==> src/rtl/sd_ctrl.sv <==
// rtl/sd_ctrl.sv - SD card bring-up plus read / pad / write-back block pass sequencer
module sd_ctrl #(
   parameter int ADDR_W     = 23,
   parameter int NUM_BLOCKS = 1024,
   parameter int MAX_RETRY  = 3,
   parameter int INIT_POLLS = 255,
   parameter int WIDE_BUS   = 1
) (
   input  logic              iclk,
   input  logic              irst,
   input  logic              istart,
   input  logic              iabort,
   input  logic              icmd_done,
   input  logic [31:0]       iresp,
   input  logic              idata_done,
   input  logic              idata_crc_fail,
   input  logic              iotp_ready,
   output logic [5:0]        ocmd_index,
   output logic [31:0]       ocmd_arg,
   output logic              ostart_cmd,
   output logic              ostart_d_read,
   output logic              ostart_d_write,
   output logic              osel_clk,
   output logic              owide_bus,
   output logic              ogen_otp,
   output logic              onew_otp,
   output logic [ADDR_W-1:0] oblk_addr,
   output logic              obusy,
   output logic              osuccess,
   output logic              ofail,
   output logic [2:0]        oerr_code
);

   localparam int POLL_W  = (INIT_POLLS < 2) ? 1 : $clog2(INIT_POLLS + 1);
   localparam int RETRY_W = (MAX_RETRY < 1) ? 1 : $clog2(MAX_RETRY + 1);
   localparam int CNT_W   = ADDR_W + 1;

   localparam logic [POLL_W-1:0]  POLL_LAST  = POLL_W'(INIT_POLLS - 1);
   localparam logic [RETRY_W-1:0] RETRY_LAST = RETRY_W'(MAX_RETRY);
   localparam logic [CNT_W-1:0]   BLK_LAST   = CNT_W'(NUM_BLOCKS - 1);

   localparam logic [2:0] ERR_NONE   = 3'd0;
   localparam logic [2:0] ERR_APPCMD = 3'd1;
   localparam logic [2:0] ERR_INIT   = 3'd2;
   localparam logic [2:0] ERR_BUSW   = 3'd3;
   localparam logic [2:0] ERR_CRC    = 3'd4;
   localparam logic [2:0] ERR_ABORT  = 3'd5;

   // State codes double as the SD command index driven on ocmd_index.
   typedef enum logic [5:0] {
      ST_IDLE     = 6'd0,
      ST_CMD2     = 6'd2,
      ST_CMD3     = 6'd3,
      ST_ACMD6    = 6'd6,
      ST_CMD7     = 6'd7,
      ST_CMD15    = 6'd15,
      ST_CMD17    = 6'd17,
      ST_WAIT_OTP = 6'd18,
      ST_READ     = 6'd19,
      ST_WRITE    = 6'd20,
      ST_CMD24    = 6'd24,
      ST_ACMD41   = 6'd41,
      ST_CMD55    = 6'd55
   } state_t;

   state_t              state, state_n;
   logic [15:0]         rca, rca_n;
   logic [POLL_W-1:0]   poll_cnt, poll_n;
   logic [RETRY_W-1:0]  retry_cnt, retry_n;
   logic [ADDR_W-1:0]   blk_addr, addr_n;
   logic [CNT_W-1:0]    blk_cnt, cnt_n;
   logic                sel_clk, sel_n;
   logic                wide_bus, wide_n;
   logic                success, succ_n;
   logic                fail, fail_n;
   logic [2:0]          err_code, code_n;
   logic                entry, entry_n;
   logic                do_fail;
   logic [2:0]          fail_code;
   logic                is_cmd;
   logic                unused_resp;

   assign unused_resp = ^{iresp[19:13], iresp[8:6], iresp[4:0]};

   always_ff @(posedge iclk) begin
      if (!irst) begin
         state     <= ST_IDLE;
         rca       <= '0;
         poll_cnt  <= '0;
         retry_cnt <= '0;
         blk_addr  <= '0;
         blk_cnt   <= '0;
         sel_clk   <= 1'b0;
         wide_bus  <= 1'b0;
         success   <= 1'b0;
         fail      <= 1'b0;
         err_code  <= ERR_NONE;
         entry     <= 1'b0;
      end else begin
         state     <= state_n;
         rca       <= rca_n;
         poll_cnt  <= poll_n;
         retry_cnt <= retry_n;
         blk_addr  <= addr_n;
         blk_cnt   <= cnt_n;
         sel_clk   <= sel_n;
         wide_bus  <= wide_n;
         success   <= succ_n;
         fail      <= fail_n;
         err_code  <= code_n;
         entry     <= entry_n;
      end
   end

   // entry_n marks every taken transition so re-entry into the same command still pulses.
   always_comb begin
      state_n   = state;
      rca_n     = rca;
      poll_n    = poll_cnt;
      retry_n   = retry_cnt;
      addr_n    = blk_addr;
      cnt_n     = blk_cnt;
      sel_n     = sel_clk;
      wide_n    = wide_bus;
      succ_n    = success;
      fail_n    = fail;
      code_n    = err_code;
      entry_n   = 1'b0;
      do_fail   = 1'b0;
      fail_code = ERR_NONE;

      if (iabort && state != ST_IDLE) begin
         do_fail   = 1'b1;
         fail_code = ERR_ABORT;
      end else begin
         case (state)
            ST_IDLE: begin
               if (istart) begin
                  state_n = ST_CMD55;
                  entry_n = 1'b1;
                  poll_n  = '0;
                  retry_n = '0;
                  addr_n  = '0;
                  cnt_n   = '0;
                  succ_n  = 1'b0;
                  fail_n  = 1'b0;
                  code_n  = ERR_NONE;
               end
            end
            ST_CMD55: begin
               if (icmd_done) begin
                  if (iresp[5]) begin
                     state_n = sel_clk ? ST_ACMD6 : ST_ACMD41;
                     entry_n = 1'b1;
                  end else begin
                     do_fail   = 1'b1;
                     fail_code = ERR_APPCMD;
                  end
               end
            end
            ST_ACMD41: begin
               if (icmd_done) begin
                  if (iresp[31]) begin
                     if (iresp[21:20] != 2'b00) begin
                        state_n = ST_CMD2;
                        entry_n = 1'b1;
                     end else begin
                        do_fail   = 1'b1;
                        fail_code = ERR_INIT;
                     end
                  end else if (poll_cnt == POLL_LAST) begin
                     do_fail   = 1'b1;
                     fail_code = ERR_INIT;
                  end else begin
                     poll_n  = poll_cnt + POLL_W'(1);
                     state_n = ST_CMD55;
                     entry_n = 1'b1;
                  end
               end
            end
            ST_CMD2: begin
               if (icmd_done) begin
                  state_n = ST_CMD3;
                  entry_n = 1'b1;
               end
            end
            ST_CMD3: begin
               if (icmd_done) begin
                  rca_n   = iresp[31:16];
                  state_n = ST_CMD7;
                  entry_n = 1'b1;
               end
            end
            ST_CMD7: begin
               if (icmd_done) begin
                  sel_n   = 1'b1;
                  state_n = (WIDE_BUS != 0) ? ST_CMD55 : ST_CMD17;
                  entry_n = 1'b1;
               end
            end
            ST_ACMD6: begin
               if (icmd_done) begin
                  if (iresp[12:9] == 4'd4) begin
                     wide_n  = 1'b1;
                     state_n = ST_CMD17;
                     entry_n = 1'b1;
                  end else begin
                     do_fail   = 1'b1;
                     fail_code = ERR_BUSW;
                  end
               end
            end
            ST_CMD17: begin
               if (icmd_done) begin
                  state_n = iresp[31] ? ST_CMD15 : ST_READ;
                  entry_n = 1'b1;
               end
            end
            ST_READ: begin
               if (idata_done) begin
                  if (!idata_crc_fail) begin
                     retry_n = '0;
                     state_n = ST_WAIT_OTP;
                     entry_n = 1'b1;
                  end else if (retry_cnt == RETRY_LAST) begin
                     do_fail   = 1'b1;
                     fail_code = ERR_CRC;
                  end else begin
                     retry_n = retry_cnt + RETRY_W'(1);
                     state_n = ST_CMD17;
                     entry_n = 1'b1;
                  end
               end
            end
            ST_WAIT_OTP: begin
               if (iotp_ready) begin
                  state_n = ST_CMD24;
                  entry_n = 1'b1;
               end
            end
            ST_CMD24: begin
               if (icmd_done) begin
                  state_n = ST_WRITE;
                  entry_n = 1'b1;
               end
            end
            ST_WRITE: begin
               if (idata_done) begin
                  addr_n  = blk_addr + ADDR_W'(1);
                  cnt_n   = blk_cnt + CNT_W'(1);
                  state_n = (blk_cnt == BLK_LAST) ? ST_CMD15 : ST_CMD17;
                  entry_n = 1'b1;
               end
            end
            ST_CMD15: begin
               if (icmd_done) begin
                  succ_n  = 1'b1;
                  state_n = ST_IDLE;
                  entry_n = 1'b1;
               end
            end
            default: state_n = ST_IDLE;
         endcase
      end

      if (do_fail) begin
         state_n = ST_IDLE;
         fail_n  = 1'b1;
         code_n  = fail_code;
         entry_n = 1'b1;
      end
      if (state_n == ST_IDLE && state != ST_IDLE) begin
         sel_n  = 1'b0;
         wide_n = 1'b0;
      end
   end

   always_comb begin
      is_cmd = 1'b0;
      case (state)
         ST_CMD2, ST_CMD3, ST_ACMD6, ST_CMD7, ST_CMD15,
         ST_CMD17, ST_CMD24, ST_ACMD41, ST_CMD55: is_cmd = 1'b1;
         default: is_cmd = 1'b0;
      endcase
   end

   always_comb begin
      ocmd_arg = 32'hFFFF_FFFF;
      case (state)
         ST_CMD55:          ocmd_arg = sel_clk ? {rca, 16'hFFFF} : 32'h0000_FFFF;
         ST_CMD7, ST_CMD15: ocmd_arg = {rca, 16'hFFFF};
         ST_ACMD41:         ocmd_arg = 32'h8030_0000;
         ST_ACMD6:          ocmd_arg = 32'hFFFF_FFFE;
         ST_CMD17, ST_CMD24: ocmd_arg = 32'({blk_addr, 9'd0});
         default:           ocmd_arg = 32'hFFFF_FFFF;
      endcase
   end

   assign ocmd_index     = state;
   assign ostart_cmd     = entry & is_cmd;
   assign ostart_d_read  = entry & (state == ST_CMD17);
   assign ostart_d_write = entry & (state == ST_WRITE);
   assign osel_clk       = sel_clk;
   assign owide_bus      = wide_bus;
   assign ogen_otp       = (state == ST_READ);
   assign onew_otp       = (state == ST_IDLE);
   assign obusy          = (state != ST_IDLE);
   assign oblk_addr      = blk_addr;
   assign osuccess       = success;
   assign ofail          = fail;
   assign oerr_code      = err_code;

endmodule

==> config.mk <==
export PLATFORM = sky130hd
export DESIGN_NAME = sd_ctrl
export DESIGN_NICKNAME = d
export VERILOG_FILES = /design/src/rtl/sd_ctrl.sv
export SDC_FILE = /design/constraint.sdc
export NUM_CORES = 1
export LEC_CHECK = 0
export CORE_ASPECT_RATIO = 1.4
export CORE_MARGIN = 3
export CORE_UTILIZATION = 52
export DETAILED_ROUTE_END_ITERATION = 8
export MAX_ROUTING_LAYER = met4
export PLACE_DENSITY = 0.82
export SLEW_MARGIN = 10
export SYNTH_ARGS = -nofsm -noshare
export SYNTH_HDL_FRONTEND = slang
export SYNTH_SLANG_ARGS = --single-unit
==> constraint.sdc <==
create_clock -name iclk -period 3.1 [get_ports iclk]
set_clock_uncertainty 0.15 [all_clocks]
set_input_delay 0.31 -clock iclk [delete_from_list [all_inputs] [get_ports iclk]]
set_output_delay 0.31 -clock iclk [all_outputs]
set_load 0.03 [all_outputs]
==> flow_summary.yaml, run 1 <==
power:
  sw_frac_of_total_pct: 33.1
  p_leak_nw: 2.59
  p_sw_mw: 1.15
  worst_ir_drop_vdd_mv: 0.399
  power.density_mw_per_mm2: 501
  seq_power_share_pct: 34.9
  combPwrFrac_pct: 31.7
  internal-power_mw: 2.32
  clkPwrFrac_pct: 33.4
logic_synthesis:
  netlist_instances: 644
  synth_top_area_share_pct: 33.1
  synth.avg_cell_area_um2: 8.18
  syn_area_mm2: 0.00527
  synth_common_cells: "87 x dfxtp_1, 66 x nor2_1, 56 x nand2_1"
  synth.most_common_cell: "dfxtp_1"
  synth_edf_count: 0
  synthDistinctLibCells: 73
  yosys.area.top_type: "dfxtp_1"
  ys_seq_elements: 87
  async_flop_share_pct: 0
  synth_area_leaders: "dfxtp_1 33%, nor2_1 4.7%, nand2_1 4.0%"
  synth_warnings: 0
  syn-num-nets: 689
  synth-main-ff-cell: "dfxtp_1"
  ys_seq_area_share_pct: 33.1
detailed_routing:
  remaining_drc_errors: 0
  drt-initial-drc-count: 336
  via_count: 5476
  viasPerCell: 6.15
  routed_wirelength_mm: 17.1
  wl_per_cell_um: 19.2
  dr.pass1.iters: 5
  antenna_left: 0
grt:
  grt_max_degree: 29
  use_met2_pct: 49.1
  met1_usage_pct: 36.9
  grt_pass1_wl_mm: 27.1
  overflow: 0
  antenna_found_initial: 0
  busiest_layer: "met2"
  grt_usage_pct: 30.3
  grt_use_met3_pct: 4.45
  grt_pass1_vias: 5243
worst_setup_path:
  worstSetupPathDepth: 7
  reg2reg_depth: 6
  crit_path_cell_trace: "nand2b_1, o21ai_1, nand2_1, o21ai_0, nand2_2, buf_4, clkdlybuf4s50_1"
  worstPathArrival_ps: 2510
  worstSetupEndpointType: "primary output"
  cp_num_buf_inv: 2
  cpPeakStageDelay_ps: 670
  cp.required_ps: 2640
  critical-path-top-delay-family: "buffers and inverters"
  startpoint_type: "register"
  critPathSlowestCell: "clkdlybuf4s50_1"
  worstPathMaxFanout: 13
  crit_type: "reg -> out"
clock_tree:
  clk_pin_slew_ps: 60
  cts-hold-fix-buffers: 0
  cts_tree: "done"
  cts_sinks: 87
  cts_made_buffers: 9
  clk_latency_ps: 340
  clock-root-buffer: "clkbuf_16"
  clockBufferDepth: 2
  htreeDepth: 3
floorplan:
  dieArea_mm2: 0.0114
  chipHeight_um: 125
  initial_utilization_pct: 54.5
  placementRows: 42
  die_x_um: 91.0
  ios: 114
  core_area_mm2: 0.00967
placed_design:
  dp_hpwl_mm: 12.8
  io_buffers: 102
  gp_congestion: 0.967
hold_path:
  hp-class: "reg -> reg"
  worstHoldPathCells: 2
sta:
  maxSlewViolCount: 0
  slew_headroom_pct: 57.4
  fin_setup_tns_ps: 0
  min_period_ps: 2970
  worstMarginPinSlew_ps: 630
  period_share_pct: 95.7
  hold_viol_final: 0
  max_freq_mhz: 337
  finalSetupViolCount: 0
  holdWs_ps: 307
cells_and_area:
  area_growth_syn_to_layout_pct: 31.3
  fin_nets: 800
  drive_above_1_share_pct: 13.7
  diodes: 0
job:
  maxCapViolations: 0
run_status:
  status: "finished clean"
## state kept, by name, summed over array words and instances (netlist names), 2 cells and up
| register | count |
|---|---|
| poll_cnt | 8 |
| blk_cnt | 24 |
| retry_cnt | 2 |
| rca | 16 |
| ocmd_index | 6 |
| oblk_addr | 23 |
| oerr_code | 3 |
## tightest hold or removal path: stages (launching register included)
cell and delay, ps:
dfxtp_1 310, nand2_1 50, o21ai_0 60
## power by group through the flow
stage                     clock network, mW  logic [mW]  registers [mW]
after floorplan                           0       0.586            1.27
after global placement                    0        1.08            1.23
after detailed placement                  0        1.08            1.23
after CTS                              1.17        1.08            1.21
after global routing                   1.22        1.17            1.21
final                                  1.16        1.10            1.21
## final timing paths
| check | slack [ps] | to | start |
|---|---|---|---|
| worst max-delay path | 130 | ocmd_arg[2] | ocmd_index[5] |
| worst min register to register | 310 | oerr_code[2] | oerr_code[2] |
| worst min-delay path | 310 | oerr_code[2] | oerr_code[2] |
| worst max register to register | 390 | oblk_addr[13] | ocmd_index[4] |
## through the flow
step / setup WS (ps) / instance area, um^2 / std cells / utilization (%) / total power [mW]
final: 135 / 6910 / 891 / 71.5 / 3.46
after detailed placement: 193 / 6550 / 873 / 67.7 / 2.31
after global routing: -7.16 / 6910 / 891 / 71.5 / 3.60
after floorplan: 263 / 5270 / 644 / - / 1.86
after CTS: 22.2 / 6880 / 888 / 71.1 / 3.47
after global placement: 279 / 6550 / 873 / 67.7 / 2.31
## placed cells by master (no fill, tap or decap), types with 15 or more instances in the layout
| master | n |
|---|---|
| nor2b_1 | 24 |
| dfxtp_1 | 84 |
| xnor2_1 | 19 |
| mux2i_1 | 20 |
| clkdlybuf4s50_1 | 85 |
| nand4_1 | 22 |
| a221o_1 | 16 |
| o21ai_0 | 18 |
| nor3_1 | 17 |
| nand3_1 | 24 |
| a21oi_1 | 15 |
| nor2_1 | 64 |
| xor2_1 | 17 |
| buf_4 | 59 |
| nand2_1 | 55 |
## layer usage
| metal | vias to the layer above | part of all wire, % |
|---|---|---|
| li1 | 2590 | - |
| met4 | 0 | 4.5 |
| met2 | 222 | 50 |
| met5 | - | 0 |
| met1 | 2607 | 41 |
| met3 | 57 | 5.2 |
## final cells by class
cell class	count	area, um^2
multi-input cells	502	3300
fillers	795	2760
flip-flops and latches	87	1750
repair buffers	147	1350
clock buffers	10	239
well taps	132	165
clock inverters	5	82.6
inverters	8	30.0
## logic make-up after synthesis
family / count (synthesis) / synth area share (%)
multiplexers: 20 / 3.80
AO/OA/AOI/OAI: 127 / 18.4
XOR/XNOR: 36 / 5.99
adder cells (fa/ha/maj): 5 / 1.19
buffers and inverters: 55 / 4.63
AND/OR/NAND/NOR: 314 / 32.9
flip-flops: 87 / 33.1
## timing repair
| action | in CTS | in global routing |
|---|---|---|
| endpoints found under the setup margin | 16 | 23 |
| gates resized for setup | 3 | 6 |
| setup buffers | 0 | 3 |
Power figures use the tool's default switching activity.
==> inputs of run 2 (changes only) <==
Settings changed: CORE_UTILIZATION 52 to 40, HOLD_SLACK_MARGIN set to 0.15, PLACE_DENSITY 0.82 to 0.65.
==> flow_summary.yaml, run 2 (synthesized netlist as in run 1, its figures left out) <==
run_status:
  status: "finished clean"
sta:
  worstMarginPinSlew_ps: 788
  period_share_pct: 96.7
  slew_headroom_pct: 46.7
  max_freq_mhz: 333
  finalSetupViolCount: 0
  holdWs_ps: 319
  maxSlewViolCount: 0
  min_period_ps: 3000
  hold_viol_final: 0
power:
  clkPwrFrac_pct: 33.4
  p_leak_nw: 2.59
  seq_power_share_pct: 35.3
  power.density_mw_per_mm2: 498
  sw_frac_of_total_pct: 34.2
  internal-power_mw: 2.26
  p_sw_mw: 1.18
  combPwrFrac_pct: 31.3
  worst_ir_drop_vdd_mv: 0.376
placed_design:
  postPlaceCellArea_mm2: 0.00655
  gp_congestion: 0.927
  io_buffers: 102
  dp_hpwl_mm: 13.1
grt:
  antenna_found_initial: 0
  overflow: 0
  grt_usage_pct: 24.5
  grt_pass1_wl_mm: 27.4
  grt_pass1_vias: 5237
  grt_max_degree: 30
hold_path:
  worstHoldPathCells: 2
  holdPathEnd: "oerr_code[2]"
  hold_start: "oerr_code[2]"
  hp-class: "reg -> reg"
clock_tree:
  clockBufferDepth: 2
  cts_tree: "done"
  cts_sinks: 87
  clock-root-buffer: "clkbuf_16"
  htreeDepth: 3
  clk_latency_ps: 340
  cts_made_buffers: 9
  clk_pin_slew_ps: 60
worst_setup_path:
  critical-path-top-delay-family: "buffers and inverters"
  crit_path_cell_trace: "buf_4, nor4_2, nand2_1, inv_1, clkdlybuf4s50_1"
  cp_num_buf_inv: 3
  critPathSlowestCell: "clkdlybuf4s50_1"
  startpoint_type: "register"
  r2r_setup_slack_ps: 240
  cpPeakStageDelay_ps: 730
  regToRegEndpoint: "poll_cnt[4]"
  cp.required_ps: 2640
  crit_type: "reg -> out"
  worstReg2RegStart: "ocmd_index[5]"
  worstSetupEndpointType: "primary output"
  reg2reg_depth: 8
  worstPathMaxFanout: 16
  worstPathArrival_ps: 2540
floorplan:
  dieArea_mm2: 0.0146
  die_x_um: 103
  placementRows: 49
  core_area_mm2: 0.0129
  ios: 114
  chipHeight_um: 142
  initial_utilization_pct: 40.9
cells_and_area:
  fin_nets: 794
  area_growth_syn_to_layout_pct: 31.3
  design_area_mm2: 0.00691
  largest_register_ff_count: 24
  diodes: 0
  final_cell_mix: "84 x clkdlybuf4s50_1, 83 x dfxtp_1, 64 x nor2_1"
  top_register: "blk_cnt"
  drive_above_1_share_pct: 13.3
  final_common_cell: "clkdlybuf4s50_1"
detailed_routing:
  drt-initial-drc-count: 244
  viasPerCell: 5.92
  wl_met1_mm: 7.07
  remaining_drc_errors: 0
  antenna_left: 0
  dr.pass1.iters: 4
  dr_wl_met2_mm: 8.38
  top_layer: "met4"
  wl_per_cell_um: 19.0
  via_count: 5373
  routed_wirelength_mm: 17.2
  routed-wl-met3_um: 965
job:
  maxCapViolations: 0
## run 2: changes by cell type in the layout (fill, tap and decap cells not counted), sizes merged
cell / before / now
buf: 61 / 55
bufinv: 2 / 1
clkbuf: 10 / 13
clkdlybuf4s50: 85 / 84
clkinv: 3 / 0
clkinvlp: 0 / 1
dlymetal6s2s: 1 / 2
inv: 8 / 9
## run 2: final cells by class
cell class	instances	area (um^2)
Clock buffer	13	270
Sequential cell	87	1750
Clock inverter	3	48.8
Fill cell	1220	5960
Multi-Input combinational cell	502	3310
Tap cell	153	191
Inverter	8	30.0
Timing Repair Buffer	141	1320
## run 2: how the worst max path moves through the flow
stage	start	to	slack (ps)	cells after the start
after global routing	ocmd_index[5]	ocmd_arg[10]	-20	8
after floorplan	ocmd_index[5]	poll_cnt[4]	260	8
after detailed placement	idata_done	oblk_addr[13]	260	7
after CTS	ocmd_index[3]	ostart_cmd	10	7
after global placement	idata_done	oblk_addr[13]	270	7
final	ocmd_index[5]	onew_otp	100	5
## run 2: worst min-delay path: stages (launching register included)
cell,delay [ps]
dfxtp_1,310
nand2_1,50
o21ai_0,60
## run 2: through the flow
step / util, % / setup WS, ps / instances / TNS, ps / total power [mW]
2_1_floorplan: - / 263 / 644 / 0 / 1.86
3_3_place_gp: 50.8 / 270 / 890 / 0 / 2.29
3_5_place_dp: 50.8 / 256 / 890 / 0 / 2.29
4_1_cts: 53.4 / 12.4 / 906 / 0 / 3.45
5_1_grt: 53.7 / -17.3 / 907 / -50.4 / 3.59
6_report: 53.7 / 101 / 907 / 0 / 3.44
## run 2: routing by layer
| layer | vias up | GRT usage, % |
|---|---|---|
| met5 | - | - |
| met3 | 52 | 2.75 |
| li1 | 2570 | - |
| met1 | 2545 | 30.8 |
| met2 | 206 | 38.8 |
| met4 | 0 | 11.7 |
## run 2: what timing repair did
item	in CTS	in global routing
gates resized for setup	3	9
endpoints found under the setup margin	26	34
setup buffers	0	1
pin swaps	0	1
hold buffers	0	0
## run 2: power by group through the flow
stage / Combinational (mW) / Sequential [mW] / Clock, mW
2_1_floorplan: 0.586 / 1.27 / 0
3_3_place_gp: 1.05 / 1.24 / 0
3_5_place_dp: 1.06 / 1.24 / 0
4_1_cts: 1.06 / 1.21 / 1.17
5_1_grt: 1.15 / 1.22 / 1.22
6_report: 1.08 / 1.22 / 1.15
